===== src/rtl/xadc_drp_responder.sv =====
// DRP slave that stands in for an XADC: a free-running four-channel sequencer
// publishes ramp codes in status-register layout, readable through a latency-matched DRP port.
module xadc_drp_responder #(
   parameter int CONV_CYCLES = 26,
   parameter int DRDY_LAT    = 4
) (
   input  logic        CLK100MHZ,
   input  logic        reset_in,
   input  logic [6:0]  daddr_in,
   input  logic        den_in,
   input  logic        dwe_in,
   input  logic [15:0] di_in,
   output logic [15:0] do_out,
   output logic        drdy_out,
   output logic        busy_out,
   output logic        eoc_out,
   output logic [4:0]  channel_out,
   output logic        drp_err_out
);

   // state  | meaning
   // S_IDLE | ready; den_in is accepted as a new request
   // S_WAIT | request in flight, counting down to the drdy pulse
   typedef enum logic {S_IDLE, S_WAIT} drp_state_t;

   localparam int TW = $clog2(CONV_CYCLES);
   localparam int LW = (DRDY_LAT > 1) ? $clog2(DRDY_LAT) : 1;
   localparam logic [TW-1:0] TC       = TW'(CONV_CYCLES - 1);
   localparam logic [LW-1:0] LAT_LOAD = LW'(DRDY_LAT - 1);
   localparam logic [LW-1:0] LAT_LAST = LW'(1);

   drp_state_t   r_state;
   logic [TW-1:0] r_timer;
   logic [1:0]   r_idx;
   logic [11:0]  r_code [4];
   logic [15:0]  r_cfg;
   logic [LW-1:0] r_cnt;
   logic [15:0]  r_rd_data;
   logic         r_is_rd;

   logic [15:0]  w_rdata;
   logic [4:0]   w_chan;
   logic [11:0]  w_step;
   logic         w_tc;
   logic         w_step_en;
   logic         w_cfg_wr;
   logic         w_hold_next;

   always_comb begin
      w_rdata = '0;
      case (daddr_in)
         7'h12:   w_rdata = {r_code[0], 4'h0};
         7'h13:   w_rdata = {r_code[1], 4'h0};
         7'h1A:   w_rdata = {r_code[2], 4'h0};
         7'h1B:   w_rdata = {r_code[3], 4'h0};
         7'h41:   w_rdata = r_cfg;
         default: w_rdata = '0;
      endcase
   end

   always_comb begin
      w_chan = 5'h12;
      case (r_idx)
         2'd0:    w_chan = 5'h12;
         2'd1:    w_chan = 5'h13;
         2'd2:    w_chan = 5'h1A;
         default: w_chan = 5'h1B;
      endcase
   end

   // channel k steps by 2^k, giving +1/+2/+4/+8 in sequence order
   assign w_step      = 12'd1 << r_idx;
   assign w_tc        = (r_timer == TC);
   assign w_step_en   = !r_cfg[0] && w_tc;
   assign w_cfg_wr    = (r_state == S_IDLE) && den_in && dwe_in && (daddr_in == 7'h41);
   // busy reflects the hold bit as it will stand in the next cycle
   assign w_hold_next = w_cfg_wr ? di_in[0] : r_cfg[0];

   always_ff @(posedge CLK100MHZ) begin
      if (reset_in) begin
         r_timer     <= '0;
         r_idx       <= '0;
         for (int i = 0; i < 4; i++) r_code[i] <= '0;
         eoc_out     <= 1'b0;
         channel_out <= '0;
         busy_out    <= 1'b0;
      end else begin
         eoc_out <= 1'b0;
         if (!r_cfg[0]) begin
            if (w_tc) begin
               r_timer        <= '0;
               r_code[r_idx]  <= r_code[r_idx] + w_step;
               r_idx          <= r_idx + 2'd1;
               eoc_out        <= 1'b1;
               channel_out    <= w_chan;
            end else begin
               r_timer <= r_timer + TW'(1);
            end
         end
         busy_out <= !w_hold_next && !w_step_en;
      end
   end

   always_ff @(posedge CLK100MHZ) begin
      if (reset_in) begin
         r_state     <= S_IDLE;
         r_cnt       <= '0;
         r_rd_data   <= '0;
         r_is_rd     <= 1'b0;
         r_cfg       <= '0;
         do_out      <= '0;
         drdy_out    <= 1'b0;
         drp_err_out <= 1'b0;
      end else begin
         drdy_out <= 1'b0;
         case (r_state)
            S_IDLE: begin
               if (den_in) begin
                  r_rd_data <= w_rdata;
                  r_is_rd   <= !dwe_in;
                  if (w_cfg_wr) r_cfg <= di_in;
                  if (DRDY_LAT == 1) begin
                     drdy_out <= 1'b1;
                     if (!dwe_in) do_out <= w_rdata;
                  end else begin
                     r_cnt   <= LAT_LOAD;
                     r_state <= S_WAIT;
                  end
               end
            end
            S_WAIT: begin
               if (den_in) drp_err_out <= 1'b1;
               r_cnt <= r_cnt - LW'(1);
               if (r_cnt == LAT_LAST) begin
                  drdy_out <= 1'b1;
                  if (r_is_rd) do_out <= r_rd_data;
                  r_state <= S_IDLE;
               end
            end
            default: r_state <= S_IDLE;
         endcase
      end
   end

endmodule


===== config.mk =====
export PLATFORM = sky130hd
export DESIGN_NAME = xadc_drp_responder
export DESIGN_NICKNAME = d
export VERILOG_FILES = /design/src/rtl/xadc_drp_responder.sv
export SDC_FILE = /design/constraint.sdc
export NUM_CORES = 1
export LEC_CHECK = 0
export CAP_MARGIN = 20
export CORE_MARGIN = 1.5
export CORE_UTILIZATION = 57
export CTS_CLUSTER_SIZE = 12
export DETAILED_ROUTE_END_ITERATION = 6
export PLACE_DENSITY_LB_ADDON = 0.2
export RECOVER_POWER = 100
export SETUP_SLACK_MARGIN = 0.02
export SYNTH_ARGS = -nofsm -noshare
export SYNTH_HDL_FRONTEND = slang
export SYNTH_SLANG_ARGS = --single-unit

===== constraint.sdc =====
create_clock -name CLK100MHZ -period 7.85 [get_ports CLK100MHZ]
set_input_delay 1.9625 -clock CLK100MHZ [delete_from_list [all_inputs] [get_ports CLK100MHZ]]
set_output_delay 1.9625 -clock CLK100MHZ [all_outputs]
set_load 0.01 [all_outputs]

==> impl_metrics.env, run 1 <==
export IMPL_critPathKind="in -> reg"
export IMPL_final_cell_mix="nand2_1, nor2_1, dfxtp_1, edfxtp_1, a21oi_1"
export IMPL_vias=3951
export IMPL_cp_start_kind="primary input"
export IMPL_fin_ws_ns=3.28
export IMPL_relSlewSlack=0.200
export IMPL_layout_drive_gt1_share=0.0914
export IMPL_ant_nets=0
export IMPL_worstHoldPathType="reg -> reg"
export IMPL_holdWs_ns=0.449
export IMPL_cts_hold_buf=0
export IMPL_violations="design-rule violations"
export IMPL_finalHoldViolations=0
export IMPL_power_density_nw_per_um2=239
export IMPL_synth_area_per_cell_sq_um=10.3
export IMPL_ios=52
export IMPL_cts_buffers_inserted=17
export IMPL_fin_worst_skew_ns=0.00996
export IMPL_core_sq_um=8810
export IMPL_cts_tree="built"
export IMPL_p_total_mw=1.50
export IMPL_root_buffer="clkbuf_8"
export IMPL_place_gp_congestion=0.825
export IMPL_grt_pass1_wl_mm=19.3
export IMPL_htree_levels=4
export IMPL_port_buffer_count=50
export IMPL_clk_latency_ns=0.51
export IMPL_n_antenna_cell=0
export IMPL_start_util=0.593
export IMPL_wl_per_cell_um=17.9
export IMPL_ys_flop_type="dfxtp_1"
export IMPL_drcViolationCount=4
export IMPL_synth_cell_types=46
export IMPL_dp_hpwl_mm=8.02
export IMPL_setup_tns_final_ns=0
export IMPL_die_area_sq_um=9740
export IMPL_ys_ff_latch=116
export IMPL_synth_top_cells_by_area="edfxtp_1, dfxtp_1, nand2_1"
export IMPL_slew_violations=0
export IMPL_place_ws_ns=2.74
export IMPL_drt_iter0_markers=337
export IMPL_grt_usage=0.258
export IMPL_endpoint_kind="flip-flop"
export IMPL_die_width_um=98.7
export IMPL_viasPerCell=5.93
export IMPL_path_max_fanout=52
export IMPL_grt_max_degree=53
export IMPL_cts_resized=0
export IMPL_worstPathArrival_ns=4.72
export IMPL_max_freq_ghz=0.219
export IMPL_antenna_found_initial=0
export IMPL_ys_warn_count=0
export IMPL_layout_commonest_cell="nand2_1"
export IMPL_placed_cells_incl_taps=633
export IMPL_rows=34
export IMPL_worst_ep_required_time_ns=8.00
export IMPL_rsz0062_at_grt="false"
export IMPL_path_clk_slew_ns=0.06
export IMPL_maxCapViolCount=0
export IMPL_setup_viol=0
export IMPL_async_flop_share=0
export IMPL_worst_pin_slew_ns=1.20
export IMPL_cts_buffer_depth=2
export IMPL_layout_cells_non_filler=666
export IMPL_first_global_vias=3750
export IMPL_area_delta_synth_final_pct=20.5
export IMPL_post_cts_setup_buffers=0
export IMPL_status="finished with violations"
export IMPL_post_route_period_util=0.582
export IMPL_synth_edf_count=48
export IMPL_p_leak_nw=2.37
export IMPL_n_fill_cell=639
export IMPL_finalCriticalPeriod_ns=4.57
export IMPL_overflow=0
export IMPL_synth_top_cell_area_share=0.276
export IMPL_syn_num_nets=547
export IMPL_synthCells=508
export IMPL_final_nets=584
export IMPL_synth_area_sq_um=5220
export IMPL_die_h_um=98.7
export IMPL_drt_pass1_iterations=7
export IMPL_wirelength_mm=12.0
export IMPL_ys_seq_area_frac=0.537
export IMPL_ir_drop_mv=0.156
export IMPL_clock_sinks=116
export IMPL_yosys_area_top_type="edfxtp_1"
## Yosys cell counts, drive strengths merged, types with 2 or more instances
cell type / instances
nand4b: 2
a31oi: 9
xnor2: 4
o21ai: 15
a221oi: 7
nor2b: 5
o2111ai: 2
clkbuf: 24
mux4: 14
a22oi: 3
nor3: 3
nor2: 78
and2: 3
nand4: 2
edfxtp: 48
nand3: 7
ha: 11
dfxtp: 68
a22o: 10
and3: 10
a211oi: 9
inv: 10
a21o: 3
o2bb2ai: 2
a21oi: 40
xor2: 10
buf: 10
nand2: 88
## per-stage QoR
step / utilization / area [sq um]
floorplan: - / 5220
global placement: 0.647 / 5700
detailed placement: 0.647 / 5700
CTS: 0.715 / 6300
global route: 0.714 / 6290
finish: 0.714 / 6290
## registers in the layout, summed over array words and instances (netlist names), named ones only
signal       count
busy_out         1
channel_out      3
do_out          16
drdy_out         1
drp_err_out      1
eoc_out          1
r_cfg           16
r_cnt            2
r_code          48
r_idx            2
r_is_rd          1
r_rd_data       16
r_state          1
r_timer          5
## worst max-delay path, stage by stage
cell	delay, ns
buf_2	0.09
buf_4	0.28
inv_1	0.42
nand3_1	0.58
inv_1	0.22
nand3_1	0.47
nand2_1	0.67
## final timing paths
| check | from | endpoint | slack (ns) | depth (start not counted) |
|---|---|---|---|---|
| max reg2reg | flip-flop | r_code[2][8] | 4.47 | 8 |
| max | reset_in | r_code[2][7] | 3.28 | 7 |
| min reg2reg | do_out[4] | do_out[4] | 0.45 | 2 |
| min | do_out[4] | do_out[4] | 0.45 | 2 |
## where the power goes
group	switching [mW]	total, mW	internal [mW]
Clock	0.276	0.776	0.501
Combinational	0.0391	0.0698	0.0306
Sequential	0.0131	0.658	0.645
Total	0.328	1.50	1.18
## kinds of logic after synthesis
group,synth area share
other,0.000718
and+or+nand+nor,0.173
DFF,0.537
adders and majority gates,0.0302
AOI/OAI and AO/OA,0.125
buffers and inverters,0.0384
muxes,0.0681
xor gates and xnor gates,0.0278
## metal layers
metal  global-route usage  vias to the layer above  share of wire
met5                    0                        -              0
met4               0.0846                        0          0.012
met3               0.0589                       16          0.077
met2                0.407                      169           0.48
met1                0.358                     1894           0.43
li1                     -                     1872              -
## cell type report
cell class              count  area (sq um)  share of cell area
clock buffers              21           485              0.0772
inverters                  10          37.5             0.00597
multi-input cells         348          2200               0.350
repair buffers             52           510              0.0812
well taps                 108           135              0.0215
flip-flops and latches    116          2800               0.446
clock inverters            11           118              0.0187
Note: power is estimated with default switching activity, not from simulation.
==> run 2: changes to the inputs <==
Settings changed: CORE_UTILIZATION 57 to 51.
Clock period 7.85 ns to 3.95 ns, I/O delays scaled along.
==> impl_metrics.env, run 2 (same netlist as run 1, synthesis figures left out) <==
export IMPL_maxCapViolCount=1
export IMPL_grt_max_degree=52
export IMPL_status="finished with violations"
export IMPL_root_buffer="clkbuf_8"
export IMPL_clock_sinks=116
export IMPL_place_gp_congestion=0.848
export IMPL_port_buffer_count=50
export IMPL_reg2regPathDepth=8
export IMPL_rsz0062_at_grt="false"
export IMPL_core_sq_um=9860
export IMPL_clk_latency_ns=0.51
export IMPL_die_width_um=104
export IMPL_power_frac_seq=0.448
export IMPL_rows=36
export IMPL_antenna_found_initial=0
export IMPL_drt_iter0_markers=270
export IMPL_start_util=0.529
export IMPL_p_sw_frac=0.213
export IMPL_fin_worst_skew_ns=0.00762
export IMPL_path_clk_slew_ns=0.06
export IMPL_power_density_nw_per_um2=463
export IMPL_final_cell_mix="nand2_1, nor2_1, dfxtp_1, edfxtp_1, a21oi_1"
export IMPL_comb_power_share=0.047
export IMPL_ir_drop_mv=0.215
export IMPL_wirelength_mm=12.2
export IMPL_n_antenna_cell=0
export IMPL_viasPerCell=5.63
export IMPL_post_cts_setup_buffers=0
export IMPL_worstHoldPathType="reg -> reg"
export IMPL_die_area_sq_um=10900
export IMPL_max_freq_ghz=0.301
export IMPL_finalCriticalPeriod_ns=3.33
export IMPL_wl_per_cell_um=17.6
export IMPL_worst_ep_required_time_ns=4.18
export IMPL_worstPathArrival_ns=3.56
export IMPL_top_register="r_code"
export IMPL_fin_ws_ns=0.625
export IMPL_p_leak_nw=2.36
export IMPL_cts_tree="built"
export IMPL_p_clk_frac=0.505
export IMPL_htree_levels=4
export IMPL_drt_pass1_iterations=5
export IMPL_dp_hpwl_mm=8.27
export IMPL_holdWs_ns=0.450
export IMPL_area_delta_synth_final_pct=20.5
export IMPL_critPathKind="reg -> reg"
export IMPL_vias=3921
export IMPL_cp_start_kind="flip-flop"
export IMPL_ios=52
export IMPL_first_global_vias=3923
export IMPL_ant_nets=0
export IMPL_place_ws_ns=0.666
export IMPL_grt_pass1_wl_mm=19.7
export IMPL_layout_drive_gt1_share=0.0799
export IMPL_worst_pin_slew_ns=2.17
export IMPL_largest_reg_flops=48
export IMPL_violations="max-capacitance violations, max-slew violations"
export IMPL_setup_viol=0
export IMPL_relSlewSlack=-0.447
export IMPL_finalHoldViolations=0
export IMPL_overflow=0
export IMPL_internal_power_mw=2.30
export IMPL_p_switching_mw=0.621
export IMPL_slew_violations=52
export IMPL_endpoint_kind="flip-flop"
export IMPL_cts_hold_buf=0
export IMPL_post_route_period_util=0.842
export IMPL_setup_tns_final_ns=0
export IMPL_utilization=0.638
export IMPL_layout_commonest_cell="nand2_1"
export IMPL_hold_depth=2
export IMPL_final_nets=589
export IMPL_p_total_mw=2.92
export IMPL_cts_resized=0
export IMPL_grt_usage=0.239
export IMPL_path_max_fanout=7
export IMPL_drcViolationCount=0
export IMPL_die_h_um=104
export IMPL_cts_buffers_inserted=17
export IMPL_cts_buffer_depth=2
-- run 2: final timing paths --
| check | end | slack [ns] | startpoint |
|---|---|---|---|
| worst min register to register | do_out[1] | 0.45 | do_out[1] |
| worst min-delay path | do_out[1] | 0.45 | do_out[1] |
| worst max register to register | r_code[3][11] | 0.62 | flip-flop |
| worst max-delay path | r_code[3][11] | 0.62 | flip-flop |
-- run 2: metrics by stage --
| step | cells | instance area (sq um) |
|---|---|---|
| after floorplan | 508 | 5220 |
| after global placement | 664 | 5770 |
| after detailed placement | 664 | 5770 |
| after CTS | 696 | 6350 |
| after global routing | 696 | 6290 |
| final | 696 | 6290 |
-- run 2: layout make-up --
type	instances	area, sq um
Clock buffer	24	513
Clock inverter	8	70.1
Fill cell	786	3570
Inverter	10	37.5
Multi-Input combinational cell	348	2170
Sequential cell	116	2800
Tap cell	133	166
Timing Repair Buffer	57	536
-- run 2: metal layers --
metal	vias to the layer above	GRT usage	routed length, um
met1	1862	0.298	5290
met5	-	0	0
met3	29	0.0595	720
met2	141	0.392	5950
li1	1889	-	-
met4	0	0.108	269
-- run 2: critical path, stage by stage, from the launching register on --
cell       delay (ns)
dfxtp_1          0.62
clkbuf_1         0.43
mux4_1           0.63
ha_1             0.38
o21ai_0          0.10
nor2_1           0.29
o2111ai_1        0.19
xor2_1           0.32
nor2_1           0.08
-- run 2: power by group through the flow --
stage	sequential [mW]	clock, mW	combinational (mW)
floorplan	1.32	0	0.0859
detailed placement	1.33	0	0.140
finish	1.31	1.47	0.138
global placement	1.33	0	0.136
global route	1.31	1.55	0.152
CTS	1.30	1.49	0.141
